<file path="src/rtl/multi_flex_counter_pkg.sv">
// ============================================================================
// Module  : multi_flex_counter_pkg
// Purpose : Shared types for the multi-channel flex counter. Gives the
//           direction and overflow-mode control bits readable names.
// Ports   : none (package)
// Revision: 1.0 - initial release
// ============================================================================
`default_nettype none

package multi_flex_counter_pkg;

    // Counting direction, taken directly from the per-channel dir input bit.
    typedef enum logic {
        DIR_UP   = 1'b0,
        DIR_DOWN = 1'b1
    } dir_e;

    // Behaviour at the terminal value, taken from the per-channel sat_mode bit.
    typedef enum logic {
        MODE_WRAP = 1'b0,
        MODE_SAT  = 1'b1
    } mode_e;

endpackage : multi_flex_counter_pkg

`default_nettype wire

</file>
<file path="src/rtl/multi_flex_counter_ch.sv">
// ============================================================================
// Module  : flex_counter_ch
// Purpose : One counter channel. It has up/down counting, parallel load,
//           wrap or saturate at the terminal value, a registered rollover
//           flag and a one-cycle wrap pulse.
// Ports   : clk, rst           - clock, synchronous active-high reset
//           clear              - synchronous clear (beats load and enable)
//           load, load_val     - parallel load (beats enable)
//           count_enable       - advance the count this cycle
//           dir                - 1 = down, 0 = up
//           sat_mode           - 1 = saturate, 0 = wrap
//           rollover_val       - terminal value counting up / reload value down
//           count_out          - registered count
//           rollover_flag      - registered: count equals terminal
//           wrap_pulse         - registered one-cycle wrap event
//           rollover_next      - next value of rollover_flag (for the summary)
// Revision: 1.0 - initial release
// ============================================================================
`default_nettype none

module flex_counter_ch
    import multi_flex_counter_pkg::*;
#(
    parameter int NUM_CNT_BITS = 4
) (
    input  logic                    clk,
    input  logic                    rst,
    input  logic                    clear,
    input  logic                    load,
    input  logic                    count_enable,
    input  logic                    dir,
    input  logic                    sat_mode,
    input  logic [NUM_CNT_BITS-1:0] load_val,
    input  logic [NUM_CNT_BITS-1:0] rollover_val,
    output logic [NUM_CNT_BITS-1:0] count_out,
    output logic                    rollover_flag,
    output logic                    wrap_pulse,
    output logic                    rollover_next
);

    localparam logic [NUM_CNT_BITS-1:0] C_ONE = NUM_CNT_BITS'(1);

    dir_e                    w_dir;
    mode_e                   w_mode;
    logic [NUM_CNT_BITS-1:0] w_count_d;
    logic [NUM_CNT_BITS-1:0] w_terminal;
    logic                    w_rollover_flag_d;
    logic                    w_wrap_pulse_d;

    logic [NUM_CNT_BITS-1:0] r_count_q;
    logic                    r_rollover_flag_q;
    logic                    r_wrap_pulse_q;

    assign w_dir  = dir_e'(dir);
    assign w_mode = mode_e'(sat_mode);

    always_comb begin
        w_count_d         = r_count_q;
        w_wrap_pulse_d    = 1'b0;
        w_terminal        = rollover_val;
        w_rollover_flag_d = 1'b0;

        if (clear) begin
            w_count_d = '0;
        end else if (load) begin
            w_count_d = load_val;
        end else if (count_enable) begin
            if (w_dir == DIR_UP) begin
                // Compare for equality only, so a load above the terminal
                // counts through the top of the range and back round.
                if (r_count_q == rollover_val) begin
                    if (w_mode == MODE_WRAP) begin
                        w_count_d      = C_ONE;
                        w_wrap_pulse_d = 1'b1;
                    end
                end else begin
                    w_count_d = r_count_q + C_ONE;
                end
            end else begin
                // Down-counting terminates at 1. A count of 0 (after clear
                // or reset) reloads as well, which avoids underflow.
                if (r_count_q <= C_ONE) begin
                    if (w_mode == MODE_WRAP) begin
                        w_count_d      = rollover_val;
                        w_wrap_pulse_d = 1'b1;
                    end
                end else begin
                    w_count_d = r_count_q - C_ONE;
                end
            end
        end

        // The flag uses this cycle's direction and terminal. It applies to
        // the value the count is about to take.
        w_terminal        = (w_dir == DIR_DOWN) ? C_ONE : rollover_val;
        w_rollover_flag_d = (w_count_d == w_terminal) && !clear;
    end

    always_ff @(posedge clk) begin
        if (rst) begin
            r_count_q         <= '0;
            r_rollover_flag_q <= 1'b0;
            r_wrap_pulse_q    <= 1'b0;
        end else begin
            r_count_q         <= w_count_d;
            r_rollover_flag_q <= w_rollover_flag_d;
            r_wrap_pulse_q    <= w_wrap_pulse_d;
        end
    end

    assign count_out     = r_count_q;
    assign rollover_flag = r_rollover_flag_q;
    assign wrap_pulse    = r_wrap_pulse_q;
    assign rollover_next = w_rollover_flag_d;

endmodule : flex_counter_ch

`default_nettype wire

</file>
<file path="src/rtl/multi_flex_counter.sv">
// ============================================================================
// Module  : multi_flex_counter
// Purpose : NUM_CHANNELS independent flex counters with one registered
//           any-channel rollover summary.
// Ports   : clk, rst                 - clock, synchronous active-high reset
//           clear/load/count_enable  - per-channel controls (bit i = ch i)
//           dir/sat_mode             - per-channel direction and mode
//           load_val_flat            - per-channel load values (packed)
//           rollover_val_flat        - per-channel terminal values (packed)
//           count_out_flat           - per-channel registered counts
//           rollover_flag            - per-channel registered terminal flag
//           wrap_pulse               - per-channel registered wrap event
//           any_rollover             - registered OR of the next flag values
// Revision: 1.0 - initial release
// ============================================================================
`default_nettype none

module multi_flex_counter
    import multi_flex_counter_pkg::*;
#(
    parameter int NUM_CHANNELS = 4,
    parameter int NUM_CNT_BITS = 4
) (
    input  logic                                 clk,
    input  logic                                 rst,
    input  logic [NUM_CHANNELS-1:0]              clear,
    input  logic [NUM_CHANNELS-1:0]              load,
    input  logic [NUM_CHANNELS-1:0]              count_enable,
    input  logic [NUM_CHANNELS-1:0]              dir,
    input  logic [NUM_CHANNELS-1:0]              sat_mode,
    input  logic [NUM_CHANNELS*NUM_CNT_BITS-1:0] load_val_flat,
    input  logic [NUM_CHANNELS*NUM_CNT_BITS-1:0] rollover_val_flat,
    output logic [NUM_CHANNELS*NUM_CNT_BITS-1:0] count_out_flat,
    output logic [NUM_CHANNELS-1:0]              rollover_flag,
    output logic [NUM_CHANNELS-1:0]              wrap_pulse,
    output logic                                 any_rollover
);

    logic [NUM_CHANNELS-1:0] w_rollover_next;
    logic                    w_any_rollover_d;
    logic                    r_any_rollover_q;

    for (genvar i = 0; i < NUM_CHANNELS; i++) begin : g_ch
        flex_counter_ch #(
            .NUM_CNT_BITS (NUM_CNT_BITS)
        ) u_ch (
            .clk           (clk),
            .rst           (rst),
            .clear         (clear[i]),
            .load          (load[i]),
            .count_enable  (count_enable[i]),
            .dir           (dir[i]),
            .sat_mode      (sat_mode[i]),
            .load_val      (load_val_flat[i*NUM_CNT_BITS +: NUM_CNT_BITS]),
            .rollover_val  (rollover_val_flat[i*NUM_CNT_BITS +: NUM_CNT_BITS]),
            .count_out     (count_out_flat[i*NUM_CNT_BITS +: NUM_CNT_BITS]),
            .rollover_flag (rollover_flag[i]),
            .wrap_pulse    (wrap_pulse[i]),
            .rollover_next (w_rollover_next[i])
        );
    end

    // The summary is built from the next flag values. This keeps it aligned
    // with rollover_flag instead of one cycle behind it.
    always_comb begin
        w_any_rollover_d = |w_rollover_next;
    end

    always_ff @(posedge clk) begin
        if (rst) begin
            r_any_rollover_q <= 1'b0;
        end else begin
            r_any_rollover_q <= w_any_rollover_d;
        end
    end

    assign any_rollover = r_any_rollover_q;

endmodule : multi_flex_counter

`default_nettype wire

</file>
<file path="config.mk">
export PLATFORM = sky130hd
export DESIGN_NAME = multi_flex_counter
export DESIGN_NICKNAME = d
export VERILOG_FILES = /design/src/rtl/multi_flex_counter_pkg.sv /design/src/rtl/multi_flex_counter_ch.sv /design/src/rtl/multi_flex_counter.sv
export SDC_FILE = /design/constraint.sdc
export NUM_CORES = 1
export LEC_CHECK = 0
export ABC_AREA = 1
export CAP_MARGIN = 5
export CORE_AREA = 5 5 83 85
export DETAILED_ROUTE_END_ITERATION = 7
export DIE_AREA = 0 0 88 90
export PLACE_DENSITY = 0.84
export SYNTH_ARGS = -nofsm -noshare
export SYNTH_HDL_FRONTEND = slang
export SYNTH_SLANG_ARGS = --single-unit
</file>
<file path="constraint.sdc">
create_clock -name clk -period 3.3 [get_ports clk]
set_clock_uncertainty 0.05 [all_clocks]
set_input_delay 0.495 -clock clk [delete_from_list [all_inputs] [get_ports clk]]
set_output_delay 0.495 -clock clk [all_outputs]
set_load 0.1 [all_outputs]
</file>
# [Yosys cells after proc, flatten, opt, wreduce, memory -nomap -nowiden]
# Cells that the tools add are included.
[word_totals] reg_bits=25 in_bits=54
[classes] add_sub_neg=8 n_lt_le_gt_ge=4 n_eq_ne=8 n_mux=52 bitwise=4 n_reduce_logical=13
[ops] operator="4-bit 2-to-1 mux" n=36
[ops] operator="4-bit equality test" n=8
[ops] operator="4-bit OR reduction" n=5
[ops] operator="4-bit by 1-bit adder with 4-bit output (second input constant)" n=4
[ops] operator="4-bit by 1-bit <= comparator with 1-bit output (second input constant)" n=4
[ops] operator="1-bit 2-to-1 mux" n=16
[ops] operator="4-bit by 1-bit subtractor with 4-bit output (second input constant)" n=4
[ops] operator="1-bit logical AND" n=4
[ops] operator="1-bit logical NOT" n=4
[ops] operator="1-bit NOT" n=4

# [Longest topological paths before layout]
# Gate-level depths: netlist of run 1.
[depth] depth_word=9 depth_mapped=19 depth_no_buf=19

# [Cells and area by module]
# Synthesis of run 1 repeated with hierarchy kept, for this count alone.
[unflattened] hier_cells=603 area_unflattened_um2=3415.8
[by_module_without_submodules] mod="flex_counter_ch at g_ch[0].u_ch ..." instances=3 cells_each=150 area_each_um2=850.8 seq_area_each_um2=120.1
[by_module_without_submodules] mod="flex_counter_ch at g_ch[3].u_ch" instances=1 cells_each=149 area_each_um2=830.8 seq_area_each_um2=120.1
[by_module_without_submodules] mod="multi_flex_counter" instances=1 cells_each=4 area_each_um2=32.5 seq_area_each_um2=20.0

# [Worst setup path after synthesis of run 1]
# No wires, ideal clock.
[synth_timing] kind="reg-to-reg" start="register g_ch[0].u_ch.r_count_q[0]" end="register r_any_rollover_q, in the netlist any_rollover" setup_time_ns=0.112 arrival_ns=2.559 slack_ns=0.579 stages_incl_launch_ff=17 path_buffers=0 period_less_slack_ns=2.721 path_cell_list="dfxtp_1 > inv_2 > ha_1 > o21ai_0 > inv_1 > nand2_1 > nand3_1 > nand2_1 > inv_1 > nand2_1 > nand2_1 > a21boi_0 > nor2_1 > nand3_1 > nand2_1 > inv_1 > nand2_1"
[synth_between] elab_chain_len=9 elab_cells_between_ends=15 classes_between="2 x add/sub; 1 x order compare; 2 x eq/ne; 8 x mux; 2 x reduce/logical"
[synth_lines] element="start, declared" line="multi_flex_counter_ch.sv:50" source="logic [NUM_CNT_BITS-1:0] r_count_q;"
[synth_lines] element="start signal, assigned" line="multi_flex_counter_ch.sv:105" source="r_count_q <= w_count_d;"
[synth_lines] element="4-bit by 1-bit adder with 4-bit output, or another cell as far along" line="multi_flex_counter_ch.sv:77" source="w_count_d = r_count_q + C_ONE;"
[synth_lines] element="4-bit 2-to-1 mux, on equally long branches" line="multi_flex_counter_ch.sv:71, multi_flex_counter_ch.sv:82"
[synth_lines] element="4-bit 2-to-1 mux" line="multi_flex_counter_ch.sv:68" source="if (w_dir == DIR_UP) begin"
[synth_lines] element="4-bit 2-to-1 mux (*)" line="multi_flex_counter_ch.sv:67" source="end else if (count_enable) begin"
[synth_lines] element="4-bit 2-to-1 mux (*)" line="multi_flex_counter_ch.sv:65" source="end else if (load) begin"
[synth_lines] element="4-bit 2-to-1 mux (*)" line="multi_flex_counter_ch.sv:63" source="if (clear) begin"
[synth_lines] element="4-bit equality test (*)" line="multi_flex_counter_ch.sv:96" source="w_rollover_flag_d = (w_count_d == w_terminal) && !clear;"
[synth_lines] element="1-bit logical AND (*)" line="multi_flex_counter_ch.sv:96"
[synth_lines] element="4-bit OR reduction (*)" line="multi_flex_counter.sv:66" source="w_any_rollover_d = |w_rollover_next;"
[synth_lines] element="end signal, assigned" line="multi_flex_counter.sv:73" source="r_any_rollover_q <= w_any_rollover_d;"
[synth_lines] element="end, declared" line="multi_flex_counter.sv:41" source="logic r_any_rollover_q;"
# Mark *: on every way between the ends. The rest lies on a longest branch, timed or not.
# A chain may end at the register's enable or synchronous reset.

# [Final worst setup path of run 1]
[layout_timing] start="register g_ch[2].u_ch.r_count_q[0]" end="register r_any_rollover_q, in the netlist any_rollover"
[layout_between] elab_chain_len=9 elab_cells_between_ends=15 classes_between="2 x add/sub; 1 x order compare; 2 x eq/ne; 8 x mux; 2 x reduce/logical"
[layout_lines] element="start, declared" line="multi_flex_counter_ch.sv:50"
[layout_lines] element="start signal, assigned" line="multi_flex_counter_ch.sv:105"
[layout_lines] element="4-bit by 1-bit adder with 4-bit output, or another cell as far along" line="multi_flex_counter_ch.sv:77"
[layout_lines] element="4-bit 2-to-1 mux, on equally long branches" line="multi_flex_counter_ch.sv:71, multi_flex_counter_ch.sv:82"
[layout_lines] element="4-bit 2-to-1 mux" line="multi_flex_counter_ch.sv:68"
[layout_lines] element="4-bit 2-to-1 mux (*)" line="multi_flex_counter_ch.sv:67"
[layout_lines] element="4-bit 2-to-1 mux (*)" line="multi_flex_counter_ch.sv:65"
[layout_lines] element="4-bit 2-to-1 mux (*)" line="multi_flex_counter_ch.sv:63"
[layout_lines] element="4-bit equality test (*)" line="multi_flex_counter_ch.sv:96"
[layout_lines] element="1-bit logical AND (*)" line="multi_flex_counter_ch.sv:96"
[layout_lines] element="4-bit OR reduction (*)" line="multi_flex_counter.sv:66"
# Marks and branches as above.

==> run metrics, run 1 <==
status finished clean; MaxCap Viol Count 0; Synthesized Nets about 660; GRT overflow 0; CP Capture Type register; DR WL/cell about 12 um; Post-CTS Setup Bufs 0; final number of hold-violating endpoints 0; Sinks on Clock Net 25; most common cell after layout, fill and taps aside nand2_1; Syn Area/Cell 5.38 sq um; GRT Util Overall 0.213; Setup-failing EPs final 0; Longest Clk Path Bufs 2; worst path cell trace inv_2, ha_1, o21ai_0, inv_1, nand2_1, nand2_1, nor2_1, nand3_1, nand2_1, nand2_1, nand2_1, nand3_1, nor2_1, nand2_1, nand2_1, nand2_1, nand2_1; crit path max fanout 8; Post-CTS Hold Fix Bufs 0; Seq cells post-synth 25; Layout area overhead 23.3%; Leakage Power a little over 2 nW; Tmin final between 2 and 2.5 ns; initial antenna violation count 0; vias in the first global route between 3,000 and 4,000; num ports 79; Root Buffer clkbuf_8; FF/Latch Area roughly 500 sq um; largest net degree at the start of global routing 22; Final ANT Viol Nets 0; # diodes 0; cells after synthesis approximately 600; Via density roughly 5.1; initial cell density of the core 0.522; CP Class reg2reg; RSZ-0062 raised after global routing no; Reg-to-Reg End any_rollover; worst slew pin tran around 0.98 ns; max incr delay on CP between 0.5 and 0.6 ns; PwrDens 272 nW/um^2; Slew headroom 0.345; die height 90 um; CP Launch Type register; final-stage net count 725; WP data arrival between 2 and 3 ns; worst setup margin 0.811 ns; mapped cell area 3200 sq um; GP Congestion 0.955; Worst Hold Class reg2reg; PortBufs 78; Slew Limit Fails 0; filler cell count about 620; CP dominant cell by count nand2_1; DRT iter0 DRCs about 120; worst setup path end any_rollover; First-pass DRT Iterations 4; hpwl dp between 7 and 8 mm; Reg-to-Reg Start g_ch[2].u_ch.count_out[0]; Critical-path top delay cell dfxtp_1; Worst-path clk slew roughly 0.090 ns; htree depth 1; Post-Route WL roughly 8.6 mm; max frequency about 400 MHz; Final period util 0.754; Skew-Pair Late Insertion Delay 0.27 ns; reg2reg setup slack a little over 0.8 ns; die area ~7900 sq um; drt drc 0; first-pass GRT wire length around 14 mm; post-synthesis cell type count 32; CTS tree built; Synth Warn # 0; Via Count between 3,000 and 4,000; FP Rows 29; Place WS slightly below 0.8 ns; commonest non-fill, non-tap cells in the layout nand2_1 (197), nor2_1 (102), clkdlybuf4s50_1 (62); Die X 88 um; Reg2Reg Depth 17; Crit. Startpoint g_ch[2].u_ch.count_out[0]; core area a little over 6000 sq um; Total Neg Setup Slack 0 ns; share of cells above drive strength 1 0.0957; # resized after CTS 0; total CTS buffers 3; Peak VDD IR 0.000168 V; Worst Path Required 3.48 ns; area of the multi-input gates ~2300 sq um; Seq/Total Area, Yosys 0.156
worst min-delay path by stage:
stage | from | end | slack (ns) | cells after the start
after global placement | g_ch[1].u_ch.count_out[3] | g_ch[1].u_ch.count_out[3] | 0.64 | 4
after detailed placement | g_ch[1].u_ch.count_out[3] | g_ch[1].u_ch.count_out[3] | 0.65 | 4
after global routing | g_ch[3].u_ch.count_out[3] | g_ch[3].u_ch.count_out[3] | 0.72 | 4
after CTS | g_ch[1].u_ch.count_out[3] | g_ch[1].u_ch.count_out[3] | 0.66 | 4
after floorplan | count_enable[2] | g_ch[2].u_ch.wrap_pulse | 0.59 | 2
final | g_ch[3].u_ch.count_out[3] | g_ch[3].u_ch.count_out[3] | 0.66 | 4
per-stage QoR:
stage,util,hold slack [ns],std cells,power (mW),cell area (sq um)
detailed placement,0.636,0.648,731,0.889,3900
global placement,0.636,0.643,731,0.883,3900
global route,0.644,0.721,735,1.15,3950
finish,0.644,0.661,735,1.08,3950
floorplan,-,0.595,595,0.737,3200
CTS,0.644,0.661,735,1.08,3950
worst max-delay path, delay by kind of cell, from the launching register on:
kind | cells | cell delay (ns)
and+or+nand+nor | 13 | 0.91
buffers and inverters | 2 | 0.23
DFF | 1 | 0.54
adders and majority gates | 1 | 0.25
AOI/OAI and AO/OA | 1 | 0.45
synth_stat cells:
cell type | instances | area share
nand2_1 | 197 | 0.23
nor2_1 | 102 | 0.12
inv_1 | 60 | 0.070
nand3_1 | 59 | 0.092
a21oi_1 | 26 | 0.041
dfxtp_1 | 25 | 0.16
inv_2 | 15 | 0.018
ha_1 | 12 | 0.047
nand2_2 | 12 | 0.023
nand4_1 | 11 | 0.021
buf_4 | 10 | 0.023
o21ai_0 | 9 | 0.014
nor2_4 | 7 | 0.025
nand3b_1 | 6 | 0.014
xnor2_1 | 6 | 0.016
nor3_1 | 5 | 0.0078
xor2_1 | 5 | 0.014
buf_6 | 4 | 0.014
buf_2 | 3 | 0.0047
clkinv_1 | 3 | 0.0035
nand2_4 | 3 | 0.011
clkbuf_1 | 2 | 0.0023
o21a_1 | 2 | 0.0047
o21ai_1 | 2 | 0.0031
or2_2 | 2 | 0.0039
a211oi_1 | 1 | 0.0023
a21boi_0 | 1 | 0.0023
clkbuf_2 | 1 | 0.0016
nor2_2 | 1 | 0.0020
nor2_8 | 1 | 0.0063
o211ai_1 | 1 | 0.0023
o21ai_2 | 1 | 0.0027
kinds of logic after synthesis:
| group | count (synthesis) | share of synthesized area |
|---|---|---|
| AO/OA/AOI/OAI | 43 | 0.0723 |
| XOR/XNOR | 11 | 0.0301 |
| adder cells (fa/ha/maj) | 12 | 0.0469 |
| buffers and inverters | 98 | 0.138 |
| flip-flops | 25 | 0.156 |
| AND/OR/NAND/NOR | 406 | 0.557 |
flip-flops by register name, summed over array words and instances, names as in the netlist:
| signal | count |
|---|---|
| any_rollover | 1 |
| g_ch.u_ch.wrap_pulse | 4 |
| g_ch.u_ch.count_out | 16 |
| g_ch.u_ch.rollover_flag | 4 |
cell type report:
type / instances / area share
Clock buffer: 3 / 0.0105
Clock inverter: 1 / 0.00190
Timing Repair Buffer: 79 / 0.190
Sequential cell: 25 / 0.127
Tap cell: 77 / 0.0244
Multi-Input combinational cell: 472 / 0.573
Inverter: 78 / 0.0742
power by group:
part / leakage [nW] / internal [mW] / switching, mW
logic: 1.81 / 0.195 / 0.348
clock network: 0.0217 / 0.0857 / 0.103
registers: 0.204 / 0.315 / 0.0281
total: 2.04 / 0.596 / 0.480
metal layers:
layer,global-route usage,wire length (um)
met2,0.378,4220
met4,0.0614,112
met1,0.270,3720
met5,0,0
met3,0.0183,583
Note: power is estimated with default switching activity, not from simulation.
==> run 2, diff against run 1 <==
--- a/config.mk
+++ b/config.mk
@@ -7,10 +7,10 @@
 export LEC_CHECK = 0
 export ABC_AREA = 1
 export CAP_MARGIN = 5
-export CORE_AREA = 5 5 83 85
+export CORE_AREA = 5 5 86 88
 export DETAILED_ROUTE_END_ITERATION = 7
-export DIE_AREA = 0 0 88 90
-export PLACE_DENSITY = 0.84
+export DIE_AREA = 0 0 91 93
+export PLACE_DENSITY = 0.79
 export SYNTH_ARGS = -nofsm -noshare
 export SYNTH_HDL_FRONTEND = slang
 export SYNTH_SLANG_ARGS = --single-unit
==> constraint.sdc (replaced) <==
create_clock -name clk -period 2.52 [get_ports clk]
set_clock_uncertainty 0.05 [all_clocks]
set_input_delay 0.378 -clock clk [delete_from_list [all_inputs] [get_ports clk]]
set_output_delay 0.378 -clock clk [all_outputs]
set_load 0.1 [all_outputs]
==> run metrics, run 2 (synthesized netlist as in run 1, its figures left out) <==
area of the multi-input gates 2260 sq um (unchanged); Leakage Power 2.10 nW (+2.8%); num ports 79 (unchanged); clock network fraction of total power 0.168 (-0.008); FF/Latch Area 510 sq um (+2.0%); FP Rows 30 (+3.4%); filler cell count 675 (+8.3%); Root Buffer clkbuf_8; PortBufs 78 (unchanged); crit path max fanout 7 (-1); Critical-path top delay cell dfxtp_2; Top Family by Delay on Critical Path simple AND/OR/NAND/NOR gates; hpwl dp 7.44 mm (+4.0%); initial cell density of the core 0.487 (-0.0347); initial antenna violation count 0 (unchanged); RSZ-0062 raised after global routing no; most common cell after layout, fill and taps aside nand2_1; CP Launch Type register; First-pass DRT Iterations 5 (+1); Setup-failing EPs final 0 (unchanged); Worst Path Required 2.68 ns (-0.80 ns); Via density 5.09 (-0.40%); Worst Hold Class in2reg; Total Neg Setup Slack 0 ns (unchanged); DR WL/cell 12.2 um (+4.2%); Peak VDD IR 0.000228 V (+36%); switching pwr 623 uW (+30%); Bufs and invs on worst path 2 (unchanged); Die X 91 um (+3.4%); MaxCap Viol Count 0 (unchanged); die height 93 um (+3.3%); Slew Limit Fails 0 (unchanged); Final Util 0.607 (-0.0367); Via Count 3,790 (+0.96%); Final ANT Viol Nets 0 (unchanged); Int Pwr 789 uW (+32%); largest net degree at the start of global routing 14 (-36%); Worst-path clk slew 0.09 ns (about the same); CTS tree built; Skew-Pair Late Insertion Delay 0.27 ns (about the same); DRT iter0 DRCs 150 (+23%); Logic pwr share 0.515 (+0.010); total CTS buffers 3 (unchanged); CP Class reg2reg; PwrDens 354 nW/um^2 (+30%); Layout area overhead 24.5%; GRT overflow 0 (unchanged); Slew headroom 0.704 (+0.359); GP Congestion 0.926 (-3.1%); core area 6570 sq um (+7.1%); share of cells above drive strength 1 0.129 (+0.0336); commonest non-fill, non-tap cells in the layout nand2_1 (197), nor2_1 (102), inv_1 (60); die area 8460 sq um (+6.9%); WP data arrival 2.39 ns (-0.27 ns); max frequency 449 MHz (+12%); CP Capture Type register; Post-Route WL 9.12 mm (+5.6%); Tmin final 2.23 ns (-0.262 ns); Sinks on Clock Net 25 (unchanged); CP dominant cell by count nand2_1; final-stage net count 732 (+0.97%); GRT Util Overall 0.209 (-0.00468); max reg flops 16 (unchanged); share of power burned in registers 0.318 (about the same); htree depth 1 (unchanged); worst path cell trace inv_2, ha_1, o21ai_0, inv_1, nand2_1, nand2_1, nor2_1, nand3_1, nand2_1, nand2_1, nand2_1, nand3_1, nor2_1, nand2_1, nand2_1, nand2_1, nand2_1; Longest Clk Path Bufs 2 (unchanged); worst slew pin tran 0.443 ns (-0.536 ns); Final period util 0.884 (+0.130); Post-CTS Setup Bufs 0 (unchanged); first-pass GRT wire length 15.4 mm (+6.4%); final number of hold-violating endpoints 0 (unchanged); # diodes 0 (unchanged); switching fraction of total power 0.441 (-0.00472); status finished clean; max incr delay on CP 0.42 ns (-0.12 ns); drt drc 0 (unchanged); vias in the first global route 3,440 (+0.23%)
==> run 2: cell count changes in the layout (fill, tap and decap cells not counted), sizes merged <==
cell	change
clkdlybuf4s50	-9
clkbuf	+1
clkinvlp	-1
buf	+16
==> run 2: power by group through the flow <==
| stage | logic, mW | registers [mW] | clock network (mW) |
|---|---|---|---|
| 6_report | 0.727 | 0.448 | 0.237 |
| 5_1_grt | 0.804 | 0.452 | 0.263 |
| 4_1_cts | 0.723 | 0.448 | 0.245 |
| 3_5_place_dp | 0.720 | 0.458 | 0 |
| 3_3_place_gp | 0.715 | 0.458 | 0 |
| 2_1_floorplan | 0.416 | 0.551 | 0 |
==> run 2: per-layer routing <==
layer / wire length (um) / GRT usage
met1: 3970 / 0.277
met2: 4400 / 0.359
met3: 615 / 0.0265
met4: 125 / 0.0501
met5: 0 / 0
==> run 2: timing repair <==
action                     CTS  global route
setup endpoints to repair    0             1
gates resized for setup      0             1
hold buffers                 0             0
==> run 2: path summary, 6_finish.rpt <==
| kind | endpoint | cells after the start | slack, ns | startpoint |
|---|---|---|---|---|
| setup reg to reg | any_rollover | 17 | 0.29 | g_ch[2].u_ch.count_out[1] |
| hold / removal | g_ch[0].u_ch.count_out[2] | 2 | 0.64 | rst |
| setup / recovery | any_rollover | 17 | 0.29 | g_ch[2].u_ch.count_out[1] |
| hold reg to reg | g_ch[1].u_ch.count_out[3] | 4 | 0.66 | g_ch[1].u_ch.count_out[3] |
==> run 2: area by class of cell <==
type	instances	area share
Multi-Input combinational cell	472	0.567
Sequential cell	25	0.128
Timing Repair Buffer	86	0.195
Tap cell	80	0.0251
Clock buffer	4	0.0113
Inverter	78	0.0734
==> run 2: per-stage QoR <==
stage	setup WS [ns]	std cells	hold slack, ns	area, sq um	power, mW
2_1_floorplan	0.0811	595	0.478	3210	0.967
3_3_place_gp	0.162	741	0.642	3940	1.17
3_5_place_dp	0.182	741	0.646	3940	1.18
4_1_cts	0.236	745	0.639	3990	1.42
5_1_grt	0.0255	745	0.665	3990	1.52
6_report	0.293	745	0.640	3990	1.41
==> RTL change 1: new RTL, config.mk and constraints of run 2 <==
`NUM_CNT_BITS` is set to 4 in 2 places; all go to 5.
--- a/src/rtl/multi_flex_counter_ch.sv
+++ b/src/rtl/multi_flex_counter_ch.sv
@@ -22,5 +22,5 @@
     import multi_flex_counter_pkg::*;
 #(
-    parameter int NUM_CNT_BITS = 4
+    parameter int NUM_CNT_BITS = 5
 ) (
     input  logic                    clk,
--- a/src/rtl/multi_flex_counter.sv
+++ b/src/rtl/multi_flex_counter.sv
@@ -20,5 +20,5 @@
 #(
     parameter int NUM_CHANNELS = 4,
-    parameter int NUM_CNT_BITS = 4
+    parameter int NUM_CNT_BITS = 5
 ) (
     input  logic                                 clk,
Interface: changed (resized count_out_flat, load_val_flat and rollover_val_flat); port bits go from 79 to 91. No check against the original RTL was run, so the function may have changed too.
==> RTL change 1 against run 2 <==
- cell area grew 20%
- setup slack gained 9.2 ps
- sequential cell count grew 4
- via count grew 23%
- register-to-register slack gained 50 ps
- cell count grew 16%
- combinational power grew 22%
- synthesized area grew 21%
- total power grew 37%
- wire length grew 24%
==> RTL change 1: results (changes against run 2) <==
Status
  – Status: finished, final reports clean (unchanged)

Clock tree
  – CTS Buf Count: 5 (was 3)
  – Worst-path clk slew: 60 ps (was 90 ps)

Power and ir drop
  – Peak supply drop: 0.338 mV (was 0.228 mV)

Critical path
  – Flop-to-flop setup slack: 340 ps (was 290 ps)
  – Worst r2r src: g_ch[0].u_ch.count_out[2]$_SDFF_PP0_ (was g_ch[2].u_ch.count_out[1]$_SDFF_PP0_)
  – CP max stage cell: clkdlybuf4s50_1 (was dfxtp_2)
  – Critical path launch point: sat_mode[1] (was g_ch[2].u_ch.count_out[1]$_SDFF_PP0_)
  – Max incr delay on CP: 700 ps (was 420 ps)

Layout
  – Reg area: 588 µm² (was 510 µm²)
  – Multi-input comb cells: 563 (was 472)
  – Nonclk buf count: 93 (was 86)
  – Final core utilization: 72.8% (was 60.7%)
  – Share of layout cells above drive strength 1: 10.9% (was 12.9%)
  – # clk buffers: 7 (was 4)
  – Multi-input combinational area share: 58.1% (was 56.7%)
  – Finished Layout Cells: 866 (was 745)
  – Inverters: 93 (was 78)

GRT
  – Pin count of the biggest net entering global routing: 21 (was 14)
  – Tot GR Track Use: 25.3% (was 20.9%)
  – First-pass GRT wire length: 18.4 mm (was 15.4 mm)

Timing
  – Worst-Margin Slew: 411 ps (was 443 ps)

Hold path
  – HP Class: flip-flop to flip-flop (was input pin to flip-flop)
  – Hold path start: g_ch[2].u_ch.count_out[1]$_SDFF_PP0_ (was rst)
  – WHS Endpoint: g_ch[2].u_ch.count_out[1]$_SDFF_PP0_ (was g_ch[0].u_ch.count_out[2]$_SDFF_PP0_)

Detailed routing
  – Initial DRC count: 255 (was 150)

Yosys
  – Mapped Cells: 712 (was 595)
  – Post-synth top cells: nand2_1 (238), nor2_1 (99), inv_1 (82), nand3_1 (77), dfxtp_1 (29) (was nand2_1 (197), nor2_1 (102), inv_1 (60), nand3_1 (59), a21oi_1 (26))
  – Yosys cell types: 35 (was 32)
  – Syn Nets: 786 (was 661)

Place
  – Worst slack, placed: 45.3 ps (was 182 ps)
  – Gpl congestion: 0.965 (was 0.926)
  – DP Wirelength: 8.79 mm (was 7.44 mm)
## RTL change 1: cell types whose count changed after synthesis, moves of 6 or more
cell	run 2	this run
nand3_1	59	77
nand2_1	197	238
xor2_1	5	16
inv_1	60	82
o21ai_0	9	19
inv_2	15	9
## RTL change 1: cells by family (layout without fill, tap and decap cells)
family	Yosys count	after routing	share of synthesized area [%]
and+or+nand+nor	466	466	52.9
DFF	29	29	15.0
xor gates and xnor gates	25	25	6.22
AOI/OAI and AO/OA	60	60	8.58
adders and majority gates	12	12	3.87
buffers and inverters	120	194	13.5
## RTL change 1: power breakdown
part	total [µW]	switching [µW]	internal, µW	leakage [µW]
sequential	531	49.9	481	0.000239
combinational	887	576	311	0.00221
clock	510	188	322	0.0000585
## RTL change 1: routing by layer
metal | track usage (%) | routed length, µm
met1 | 33.5 | 4930
met2 | 43.3 | 5310
met3 | 5.07 | 982
met4 | 3.79 | 85
met5 | 0 | 0
==> RTL change 2: new RTL, config.mk and constraints of run 2 <==
Without the edit above. Make the reset (`rst`) asynchronous in 2 clocked blocks. Comments in the files are not updated.
--- a/src/rtl/multi_flex_counter_ch.sv
+++ b/src/rtl/multi_flex_counter_ch.sv
@@ -97,5 +97,5 @@
     end
 
-    always_ff @(posedge clk) begin
+    always_ff @(posedge clk or posedge rst) begin
         if (rst) begin
             r_count_q         <= '0;
--- a/src/rtl/multi_flex_counter.sv
+++ b/src/rtl/multi_flex_counter.sv
@@ -67,5 +67,5 @@
     end
 
-    always_ff @(posedge clk) begin
+    always_ff @(posedge clk or posedge rst) begin
         if (rst) begin
             r_any_rollover_q <= 1'b0;
Function: differs if rst is asserted again (counterexample within 4 cycles, from zero or initial values and one cycle with rst high); with rst held inactive, the same outputs for 10 cycles.
==> RTL change 2 against run 2 <==
- synthesized area is 3.0% higher
- synthesized cell count is 0.67% lower
- sequential cell count is the same
- wire length fell by 7.5%
- critical path depth unchanged
- hold slack worse by 230 ps
- cell area up 2.8%
- total power up 19%
- setup slack improved by 23 ps
- maximum frequency is 1.1% higher
==> RTL change 2: results (changes against run 2) <==
Status
  – Status: finished, final reports clean (unchanged)

Critical path
  – Crit path DAT: 2360 ps (was 2390 ps)
  – Max incr delay on CP: 540 ps (was 420 ps)
  – CP max stage cell: dfrtp_1 (was dfxtp_2)

Timing
  – Worst-Margin Slew: 438 ps (was 443 ps)
  – Final hold violations: 0 (unchanged)

Detailed routing
  – Initial DRC count: 118 (was 150)
  – Post-DR wirelength/cell: 11.3 µm (was 12.2 µm)
  – Total number of vias: 3758 (was 3790)
  – Initial DRT Pass Iterations: 4 (was 5)

GRT
  – Pin count of the biggest net entering global routing: 26 (was 14)
  – First-pass GRT wire length: 14.3 mm (was 15.4 mm)
  – Vias in the first global route: 3443 (was 3440)
  – Tot GR Track Use: 19.3% (was 20.9%)

Yosys
  – Syn Nets: 657 (was 661)
  – Register area share after synthesis: 19.0% (was 15.6%)
  – Top post-synthesis cells by area: nand2_1 (23%), dfrtp_1 (19%), inv_1 (9.3%) (was nand2_1 (23%), dfxtp_1 (16%), nor2_1 (12%))
  – Synth Flop Type: dfrtp_1 (was dfxtp_1)
  – Asr flop ratio synth: 100% (was 0%)
  – Post-synth top cells: nand2_1 (205), inv_1 (82), nor2_1 (70), nand3_1 (57), a21oi_1 (33) (was nand2_1 (197), nor2_1 (102), inv_1 (60), nand3_1 (59), a21oi_1 (26))
  – Yosys cell types: 28 (was 32)

Place
  – Gpl congestion: 0.910 (was 0.926)
  – DP Wirelength: 6.87 mm (was 7.44 mm)
  – Worst slack, placed: 219 ps (was 182 ps)

Clock tree
  – H-tree depth: 1 (unchanged)
  – CTS Buf Count: 3 (unchanged)
  – Cts repair resizes: 0 (unchanged)

Hold path
  – HP Class: input pin to asynchronous set/reset pin (was input pin to flip-flop)

Power and ir drop
  – Leak: 0.00236 µW (was 0.00210 µW)
  – P per Cell Area: 409 nW/µm² (was 354 nW/µm²)

Layout
  – FILL cells: 630 (was 675)
  – # nets final: 730 (was 732)
  – Share of layout cells above drive strength 1: 12.4% (was 12.9%)
[RTL change 2: path summary, 6_finish.rpt]
| kind | slack (ps) | cells after the start | start | endpoint |
|---|---|---|---|---|
| setup / recovery | 320 | 17 | g_ch[1].u_ch.count_out[0]$_DFF_PP0_ | any_rollover$_DFF_PP0_ |
| hold / removal | 410 | 3 | rst | g_ch[2].u_ch.count_out[1]$_DFF_PP0_ |
| setup reg to reg | 320 | 17 | g_ch[1].u_ch.count_out[0]$_DFF_PP0_ | any_rollover$_DFF_PP0_ |
| hold reg to reg | 710 | 4 | g_ch[3].u_ch.count_out[0]$_DFF_PP0_ | g_ch[3].u_ch.count_out[0]$_DFF_PP0_ |
| max in group asynchronous | 1740 | 3 | rst | g_ch[0].u_ch.count_out[0]$_DFF_PP0_ |
| min in group clk | 710 | 4 | g_ch[3].u_ch.count_out[0]$_DFF_PP0_ | g_ch[3].u_ch.count_out[0]$_DFF_PP0_ |
[RTL change 2: through the flow]
step	instances	total power (µW)
5_1_grt	743	1810
3_3_place_gp	739	1430
2_1_floorplan	591	1200
4_1_cts	743	1690
6_report	743	1680
3_5_place_dp	739	1440
[RTL change 2: routing by layer]
metal / GRT usage, % / share of wire [%]
met1: 24.2 / 42
met4: 4.65 / 1.6
met3: 3.22 / 7.0
met2: 34.4 / 49
met5: 0 / 0
[RTL change 2: power by group]
group          internal, µW  switching, µW
combinational           318            633
clock                   112            126
sequential              431           55.5
[RTL change 2: tightest hold or removal path: cells and delay by family]
family	cells	cell delay, ps
buffers and inverters	3	760
[RTL change 2: layout make-up]
cell class | instances | area share (%)
Tap cell | 80 | 2.44
Timing Repair Buffer | 84 | 18.6
Inverter | 100 | 9.16
Sequential cell | 25 | 15.4
Multi-Input combinational cell | 450 | 53.2
Clock buffer | 3 | 1.01
Clock inverter | 1 | 0.183
[RTL change 2: cells by family (layout without fill, tap and decap cells)]
family,count (synthesis),count (layout),share of synthesized area [%]
XOR/XNOR,11,11,2.92
flip-flops,25,25,19.0
AND/OR/NAND/NOR,377,377,50.4
buffers and inverters,116,188,14.9
AO/OA/AOI/OAI,50,50,8.23
adder cells (fa/ha/maj),12,12,4.55
